### src/rtl/scroll_ctrl_pkg.sv
// Shared constants, state encoding, row payload and popcount helper for the scroll sequencer.
package scroll_ctrl_pkg;

    localparam int unsigned ROW_W         = 7;
    localparam int unsigned LAYER_COUNT   = 5;
    localparam int unsigned SCROLL_MS_DEF = 150;
    localparam int unsigned LFSR_W        = 16;

    // Galois feedback mask for x^16 + x^14 + x^13 + x^11
    localparam logic [LFSR_W-1:0] LFSR_POLY = 16'hB400;

    typedef enum logic [2:0] {
        ST_IDLE   = 3'd0,
        ST_GEN    = 3'd1,
        ST_LOAD   = 3'd2,
        ST_START  = 3'd3,
        ST_WAIT   = 3'd4,
        ST_SETTLE = 3'd5,
        ST_DONE   = 3'd6
    } state_e;

    typedef struct packed {
        logic [0:ROW_W-1] map;
        logic [0:ROW_W-1] typ;
        logic [0:ROW_W-1] bonus;
    } row_t;

    localparam row_t FALLBACK_ROW = '{map: 7'b0011100, typ: 7'b0011100, bonus: 7'b0000000};

    function automatic int unsigned row_popcount(input logic [0:ROW_W-1] v);
        int unsigned n;
        n = 0;
        for (int unsigned i = 0; i < ROW_W; i++) begin
            n = n + 32'(v[i]);
        end
        return n;
    endfunction

endpackage

### src/rtl/scroll_ctrl_row_gen.sv
// Free-running 16-bit Galois LFSR and the candidate top row derived from it each cycle.
module scroll_ctrl_row_gen
    import scroll_ctrl_pkg::*;
#(
    parameter int unsigned        MIN_BLOCKS = 2,
    parameter logic [LFSR_W-1:0]  SEED       = 16'hACE1
) (
    input  logic clk,
    input  logic rst,
    output row_t cand_c_o,
    output logic cand_ok_c_o
);

    logic [LFSR_W-1:0] lfsr_q;
    logic [LFSR_W-1:0] lfsr_d;

    // A stuck-at-zero register would never recover, so reload the seed
    always_comb begin
        lfsr_d = lfsr_q >> 1;
        if (lfsr_q[0]) begin
            lfsr_d = lfsr_d ^ LFSR_POLY;
        end
        if (lfsr_q == '0) begin
            lfsr_d = SEED;
        end
    end

    always_ff @(posedge clk or posedge rst) begin
        if (rst) begin
            lfsr_q <= SEED;
        end else begin
            lfsr_q <= lfsr_d;
        end
    end

    always_comb begin
        cand_c_o.map   = lfsr_q[6:0];
        cand_c_o.typ   = lfsr_q[13:7];
        cand_c_o.bonus = lfsr_q[6:0] & lfsr_q[15:9] & lfsr_q[12:6];
    end

    assign cand_ok_c_o = (row_popcount(lfsr_q[6:0]) >= MIN_BLOCKS);

endmodule

### src/rtl/scroll_ctrl.sv
// Row-scroll sequencer between the game FSM and the five playfield layers.
// Optional SCROLL_CTRL_PENDING_EN queues one request that arrives while busy.
module scroll_ctrl
    import scroll_ctrl_pkg::*;
#(
    parameter int unsigned       SCROLL_MS  = SCROLL_MS_DEF,
    parameter int unsigned       MIN_BLOCKS = 2,
    parameter int unsigned       MAX_TRIES  = 8,
    parameter logic [LFSR_W-1:0] SEED       = 16'hACE1
) (
    input  logic             clk,
    input  logic             rst,
    input  logic             one_ms_tick,
    input  logic             scroll_req,
    output logic             scroll_busy,
    output logic             layer_load,
    output logic             layer_start,
    output logic             scroll_done,
    output logic [0:ROW_W-1] new_map,
    output logic [0:ROW_W-1] new_type,
    output logic [0:ROW_W-1] new_bonus,
    output logic [15:0]      rows_scrolled
);

    localparam int unsigned TICK_W = $clog2(SCROLL_MS + 1);
    localparam int unsigned TRY_W  = $clog2(MAX_TRIES + 1);

    state_e            state_q, state_d;
    logic [TRY_W-1:0]  try_q, try_d;
    logic [TICK_W-1:0] tick_q, tick_d;
    logic              settle_q, settle_d;
    logic              busy_q, busy_d;
    logic              load_q, load_d;
    logic              start_q, start_d;
    logic              done_q, done_d;
    row_t              row_q, row_d;
    logic [15:0]       rows_q, rows_d;
    logic              pend_q, pend_d;

    row_t              cand;
    logic              cand_ok;

    scroll_ctrl_row_gen #(
        .MIN_BLOCKS (MIN_BLOCKS),
        .SEED       (SEED)
    ) u_row_gen (
        .clk         (clk),
        .rst         (rst),
        .cand_c_o    (cand),
        .cand_ok_c_o (cand_ok)
    );

    always_comb begin
        state_d  = state_q;
        try_d    = try_q;
        tick_d   = tick_q;
        settle_d = settle_q;
        busy_d   = busy_q;
        load_d   = 1'b0;
        start_d  = 1'b0;
        done_d   = 1'b0;
        row_d    = row_q;
        rows_d   = rows_q;
        pend_d   = 1'b0;
`ifdef SCROLL_CTRL_PENDING_EN
        pend_d   = pend_q | (scroll_req & busy_q);
`endif
        unique case (state_q)
            ST_IDLE: begin
                if (scroll_req) begin
                    state_d = ST_GEN;
                    try_d   = '0;
                    busy_d  = 1'b1;
                end
            end
            // Try budget is checked before the candidate, so the fallback costs one extra cycle
            ST_GEN: begin
                if (try_q == TRY_W'(MAX_TRIES)) begin
                    row_d   = FALLBACK_ROW;
                    state_d = ST_LOAD;
                    load_d  = 1'b1;
                end else if (cand_ok) begin
                    row_d   = cand;
                    state_d = ST_LOAD;
                    load_d  = 1'b1;
                end else begin
                    try_d   = try_q + 1'b1;
                end
            end
            ST_LOAD: begin
                state_d = ST_START;
                start_d = 1'b1;
            end
            ST_START: begin
                tick_d  = '0;
                state_d = ST_WAIT;
            end
            ST_WAIT: begin
                if (one_ms_tick) begin
                    if (tick_q == TICK_W'(SCROLL_MS - 1)) begin
                        settle_d = 1'b0;
                        state_d  = ST_SETTLE;
                    end else begin
                        tick_d   = tick_q + 1'b1;
                    end
                end
            end
            ST_SETTLE: begin
                if (settle_q) begin
                    state_d = ST_DONE;
                    done_d  = 1'b1;
                    rows_d  = (rows_q == 16'hFFFF) ? rows_q : rows_q + 1'b1;
                end else begin
                    settle_d = 1'b1;
                end
            end
            ST_DONE: begin
                busy_d  = 1'b0;
                state_d = ST_IDLE;
`ifdef SCROLL_CTRL_PENDING_EN
                if (pend_q || scroll_req) begin
                    pend_d  = 1'b0;
                    busy_d  = 1'b1;
                    try_d   = '0;
                    state_d = ST_GEN;
                end
`endif
            end
            default: state_d = ST_IDLE;
        endcase
    end

    always_ff @(posedge clk or posedge rst) begin
        if (rst) begin
            state_q  <= ST_IDLE;
            try_q    <= '0;
            tick_q   <= '0;
            settle_q <= 1'b0;
            busy_q   <= 1'b0;
            load_q   <= 1'b0;
            start_q  <= 1'b0;
            done_q   <= 1'b0;
            row_q    <= '0;
            rows_q   <= '0;
            pend_q   <= 1'b0;
        end else begin
            state_q  <= state_d;
            try_q    <= try_d;
            tick_q   <= tick_d;
            settle_q <= settle_d;
            busy_q   <= busy_d;
            load_q   <= load_d;
            start_q  <= start_d;
            done_q   <= done_d;
            row_q    <= row_d;
            rows_q   <= rows_d;
            pend_q   <= pend_d;
        end
    end

    assign scroll_busy   = busy_q;
    assign layer_load    = load_q;
    assign layer_start   = start_q;
    assign scroll_done   = done_q;
    assign new_map       = row_q.map;
    assign new_type      = row_q.typ;
    assign new_bonus     = row_q.bonus;
    assign rows_scrolled = rows_q;

endmodule

### config.mk
export PLATFORM = sky130hd
export DESIGN_NAME = scroll_ctrl
export DESIGN_NICKNAME = d
export VERILOG_FILES = /design/src/rtl/scroll_ctrl_pkg.sv /design/src/rtl/scroll_ctrl_row_gen.sv /design/src/rtl/scroll_ctrl.sv
export SDC_FILE = /design/constraint.sdc
export NUM_CORES = 1
export LEC_CHECK = 0
export CAP_MARGIN = 25
export CORE_MARGIN = 1
export CORE_UTILIZATION = 42
export DETAILED_ROUTE_END_ITERATION = 16
export HOLD_SLACK_MARGIN = 0.02
export PLACE_DENSITY_LB_ADDON = 0.05
export SLEW_MARGIN = 30
export SYNTH_ARGS = -nofsm -noshare
export SYNTH_HDL_FRONTEND = slang
export SYNTH_HIERARCHICAL = 1
export SYNTH_SLANG_ARGS = --single-unit
### constraint.sdc
create_clock -name clk -period 8.2 [get_ports clk]
set_clock_uncertainty 0.2 [all_clocks]
set_input_delay 2.05 -clock clk [delete_from_list [all_inputs] [get_ports clk]]
set_output_delay 2.05 -clock clk [all_outputs]
set_load 0.02 [all_outputs]
==> Yosys cells after proc, flatten, opt, wreduce, memory -nomap -nowiden <==
Cells that the tools add are included.
{ "op_classes": {"add_sub_neg": 9, "magnitude_cmp": 1, "n_eq_ne": 17, "n_mux": 29, "n_bitwise": 4, "n_reduce_logical": 14} }
{ "op_table": {"columns": ["cell", "count"], "rows": [
  ["adder 32 x 1 -> 32 bit", 5],
  ["2-to-1 mux 21 bit", 2],
  ["greater-or-equal comparator 32 x 2 -> 1 bit (second input constant)", 1],
  ["2-to-1 mux 16 bit", 2],
  ["2-to-1 mux 3 bit", 6],
  ["case mux 3 bit (6 select lines)", 1],
  ["adder 16 x 1 -> 16 bit (second input constant)", 1],
  ["equality test 16 bit (second input constant)", 1],
  ["logical NOT 16 bit", 1],
  ["2-to-1 mux 8 bit", 2],
  ["case mux 8 bit (2 select lines)", 1],
  ["bitwise AND 7 bit", 2],
  ["inequality test 2 bit (second input constant)", 7],
  ["2-to-1 mux 4 bit", 3],
  ["nonzero test 2 bit", 5],
  ["equality test 3 bit (second input constant)", 3],
  ["2-to-1 mux 1 bit", 9],
  ["AND reduction 3 bit", 3],
  ["adder 8 x 1 -> 8 bit (second input constant)", 1],
  ["equality test 8 bit (second input constant)", 1],
  ["case mux 4 bit (2 select lines)", 1],
  ["equality test 3 x 2 -> 1 bit (second input constant)", 2],
  ["AND reduction 5 bit", 1],
  ["adder 4 x 1 -> 4 bit (second input constant)", 1],
  ["10 further kinds", 12]
]} }
{ "totals": {"reg_bits": 73, "inputBits": 4, "out_inout_bits": 41, "elab_cells": 87} }

==> Longest topological paths before layout <==
{ "logic_depth": {"word_depth": 10, "depth_mapped": 11} }

==> Modules after synthesis <==
The synthesis kept the hierarchy.
{ "by_module_without_submodules": {"columns": ["mod", "instances", "cells_per_inst", "area_each_um2", "seq_area_each_um2"], "rows": [
  ["scroll_ctrl", 1, 277, 2765.2, 1426.4],
  ["scroll_ctrl_row_gen", 1, 82, 910.9, 410.4]
]} }

==> Worst setup path after synthesis <==
OpenSTA, ideal clock, no wires.
{ "synth_path": {"path_kind": "input-to-reg", "start": "in one_ms_tick", "end": "reg tick_q[7]", "setup_ns": 0.118, "t_arrival_ns": 3.051, "t_required_ns": 7.882, "setup_slack_ns": 4.831, "stages": 4, "path_buffers": 0, "path_cell_list": "nand4bb_1 -> a41oi_2 -> mux2_2 -> a21o_1"} }
{ "synth_between": {"elab_chain_cells": 2} }
{ "synth_lines": {"columns": ["element", "line", "source"], "rows": [
  ["start: declaration", "scroll_ctrl.sv:13", "input logic one_ms_tick,"],
  ["inequality test 2 bit (no source line)", null, null],
  ["AND reduction 3 bit (no source line)", null, null],
  ["end signal: assignment", "scroll_ctrl.sv:149", "tick_q <= tick_d;"],
  ["end: declaration", "scroll_ctrl.sv:30", "logic [TICK_W-1:0] tick_q, tick_d;"]
]} }
No other way between the ends.
A chain may end at the register's enable or synchronous reset.

==> Worst setup path after layout <==
{ "layout_path": {"start": "reg u_row_gen.lfsr_q[0]", "end": "reg row_q (netlist bit new_map[3])"} }
{ "layout_between": {"elab_chain_cells": 4} }
{ "layout_lines": {"columns": ["element", "line", "source"], "rows": [
  ["start: declaration", "scroll_ctrl_row_gen.sv:14", "logic [LFSR_W-1:0] lfsr_q;"],
  ["start signal: assignment", "scroll_ctrl_row_gen.sv:32", "lfsr_q <= lfsr_d;"],
  ["adder 32 x 1 -> 32 bit", "scroll_ctrl_pkg.sv:34", "n = n + 32'(v[i]);"],
  ["greater-or-equal comparator 32 x 2 -> 1 bit", "scroll_ctrl_row_gen.sv:42", "assign cand_ok_c_o = (row_popcount(lfsr_q[6:0]) >= MIN_BLOCKS);"],
  ["named net cand_ok", "scroll_ctrl.sv:41", "logic cand_ok;"],
  ["nonzero test 2 bit (no source line)", null, null],
  ["AND reduction 2 bit (no source line)", null, null],
  ["end signal: assignment", "scroll_ctrl.sv:155", "row_q <= row_d;"],
  ["end: declaration", "scroll_ctrl.sv:36", "row_t row_q, row_d;"]
]} }
The timed path passes the listed nets, and every way through them passes these cells.

==> reports/qor.txt <==
#FFs+latches synth: 73
Die area: 0.009131 sq mm
Root buffer cell: clkbuf_8
Hold worst-path end: u_row_gen/lfsr_q[14]
CTS tree: yes
Synth cell types: 60
Mapped Avg Cell Area: 10.24 sq um
Area contributors post-synth: dfrtp_1 44%, dfstp_2 5.7%, nand2_1 4.9%
Asr flop ratio synth: 100.0%
Worst-path cell chain: inv_1 > fa_1 > inv_1 > ha_1 > a21o_1 > fa_1 > or2_2 > o21bai_2 > buf_4 > o21ai_0
Syn_nets: 373
Worst R2R Path Depth: 10
Max-cap violations: 0
Crit-path slowest cell: dfstp_2
Hold_ws: 0.2175 ns
Area leader, netlist: dfrtp_1
HP Start: u_row_gen/lfsr_q[15]
GP Congestion: 0.7676
HPWL after DPL: 5127 um
Post-synth top area share: 44.25%
Worst R2R Setup Slack: 4.47 ns
Most numerous cell in the Yosys netlist: dfrtp_1
Minimum clock period: 3.730 ns
Drt pass-1 iters: 4
Hold Crit Class: flop to flop
Starting Density: 44.07%
Via-per-instance ratio: 5.256
P_leak: 1.954 nW
Post-CTS sizing: 0
Total number of vias: 2,591
Hold Vio Cnt, Final: 0
CTS Buf Count: 9
Ant. Diodes: 0
Die span in x: 95.56 um
Actual slew at the worst max-slew pin: 0.6533 ns
RSZ-0062 raised after global routing: false
Crit end category: flop
Mapped Area: 0.003676 sq mm
CP arrival: 3.73 ns
WL/cell: 14.73 um
I/O pins: 45
Setup bufs post-CTS: 0
Register area share after synthesis: 49.97%
Final Util: 50.80%
Post-synth top cells: 65 x dfrtp_1, 48 x nand2_1, 25 x inv_1, 25 x o21ai_0, 14 x buf_4
Fmax: 268.1 MHz
Core box area: 0.008341 sq mm
H-tree lvl count: 3
Worst VDD drop: 0.07212 mV
Tot GR Track Use: 17.55%
Total grt overflow: 0
Die Ht: 95.56 um
Synth Flop Type: dfrtp_1
Area growth syn-to-layout: 15.25%
Slowest stage delay, CP: 0.61 ns
First-pass GRT wire length: 12,080 um
Vias in the first global route: 2,357
Max FO, Critical Path: 37
Share of cells above drive strength 1: 11.34%
IO Port Bufs: 44
FP Rows: 33
Fin nets: 398
Worst R2R Start: u_row_gen/lfsr_q[0]
Hold Crit Depth: 0
Final Max Slew Viols: 0
Worst Path Required: 8.20 ns
Warnings from Yosys: 6
Final setup vio count: 0
Dpl ws: 4.186 ns
CP Launch Type: flop
Largest net degree at the start of global routing: 38
Final worst slack: 4.470 ns
Reg clk slew, reported paths: 0.07 ns
Initial antenna violation count: 0
Status: complete, no violations
Clock sinks: 73
Antenna-violating nets left: 0
Relative slew margins: 55.83%
Post-synth EDFFs: 0
Pwr Density: 157.3 mW/mm^2
Period utilization: 45.49%
Initial DRC count: 55
# hold bufs at CTS: 0
Clk buf depth: 2
Crit Path Class: flop to flop
# DRC: 0
Worst skew pair latency: 0.33 ns
Worst R2R End: new_map[3]
Detailed Route WL: 7261 um
Fill cells: 764
Cells after Synth: 359
Final setup TNS: 0 ns
==> flip-flops by register name (all words and copies together), names as in the netlist <==
name / count
settle_q: 1
u_row_gen/lfsr_q: 16
tick_q: 8
state_q: 3
layer_start: 1
new_map: 7
scroll_done: 1
try_q: 4
scroll_busy: 1
new_bonus: 7
layer_load: 1
rows_scrolled: 16
new_type: 7
==> where the power goes <==
part | internal (W) | switching, W | total [W]
registers | 0.000371 | 0.0000166 | 0.000388
logic | 0.0000173 | 0.0000231 | 0.0000404
clock network | 0.000117 | 0.000121 | 0.000238
==> layout make-up <==
cell class | instances | area, sq um | share of cell area (%)
sequential | 73 | 1837 | 43.35
multi-input combinational | 229 | 1562 | 36.86
timing repair buffer | 46 | 455.4 | 10.75
clock buffer | 14 | 152.6 | 3.603
tap | 105 | 131.4 | 3.101
inverter | 25 | 93.84 | 2.215
clock inverter | 1 | 5.005 | 0.1181
==> worst max-delay path, delay by kind of cell, from the launching register on <==
family | cells | cell delay [ns]
adders and majority gates | 3 | 1.23
AOI/OAI and AO/OA | 3 | 0.64
DFF | 1 | 0.61
buffers and inverters | 3 | 0.52
and+or+nand+nor | 1 | 0.37
==> cells in the final DEF (no fill, tap or decap), types with 3 or more instances in the layout <==
cell type / instances
a41o_1: 4
nor2_1: 12
xor2_1: 10
and3_1: 9
clkdlybuf4s50_1: 44
inv_1: 24
dfstp_2: 8
nor4_1: 4
fa_1: 3
nor3_1: 12
nand3_1: 13
mux2i_1: 3
ha_1: 7
nand4_1: 4
dfrtp_1: 65
clkbuf_8: 10
or3_1: 3
o41ai_1: 5
nand2_1: 48
o21ai_0: 25
clkbuf_1: 4
xnor2_1: 11
or4_4: 3
o21ai_1: 6
==> worst max-delay path by stage <==
stage	start	end	slack [ns]	cells past startpoint
3_3_place_gp	one_ms_tick	tick_q[7]	4.23	5
2_1_floorplan	rst	layer_load	4.55	1
5_1_grt	u_row_gen/lfsr_q[0]	new_type[2]	4.25	10
3_5_place_dp	one_ms_tick	tick_q[7]	4.19	5
4_1_cts	u_row_gen/lfsr_q[0]	new_map[3]	4.44	10
6_report	u_row_gen/lfsr_q[0]	new_map[3]	4.47	10
==> routing by layer <==
metal / track usage, % / routed length, um / vias up
met5: 0 / 0 / -
met4: 7.463 / 96 / 0
met3: 3.429 / 244 / 9
met2: 24.88 / 3082 / 52
met1: 25.92 / 3837 / 1236
li1: - / - / 1294
==> kinds of logic after synthesis <==
logic type | Yosys count | synth area share, %
AOI/OAI and AO/OA | 59 | 10.79
muxes | 6 | 1.838
and+or+nand+nor | 133 | 20.73
buffers and inverters | 57 | 7.658
DFF | 73 | 49.97
xor gates and xnor gates | 21 | 5.003
adders and majority gates | 10 | 4.016
==> stage by stage <==
stage / power [W] / area, sq um / std cells
6_report: 0.0006663 / 4237 / 493
5_1_grt: 0.0007055 / 4237 / 493
4_1_cts: 0.0006803 / 4237 / 493
3_5_place_dp: 0.0004360 / 4079 / 478
3_3_place_gp: 0.0004350 / 4079 / 478
2_1_floorplan: 0.0004232 / 3676 / 359
Power figures use the tool's default switching activity.
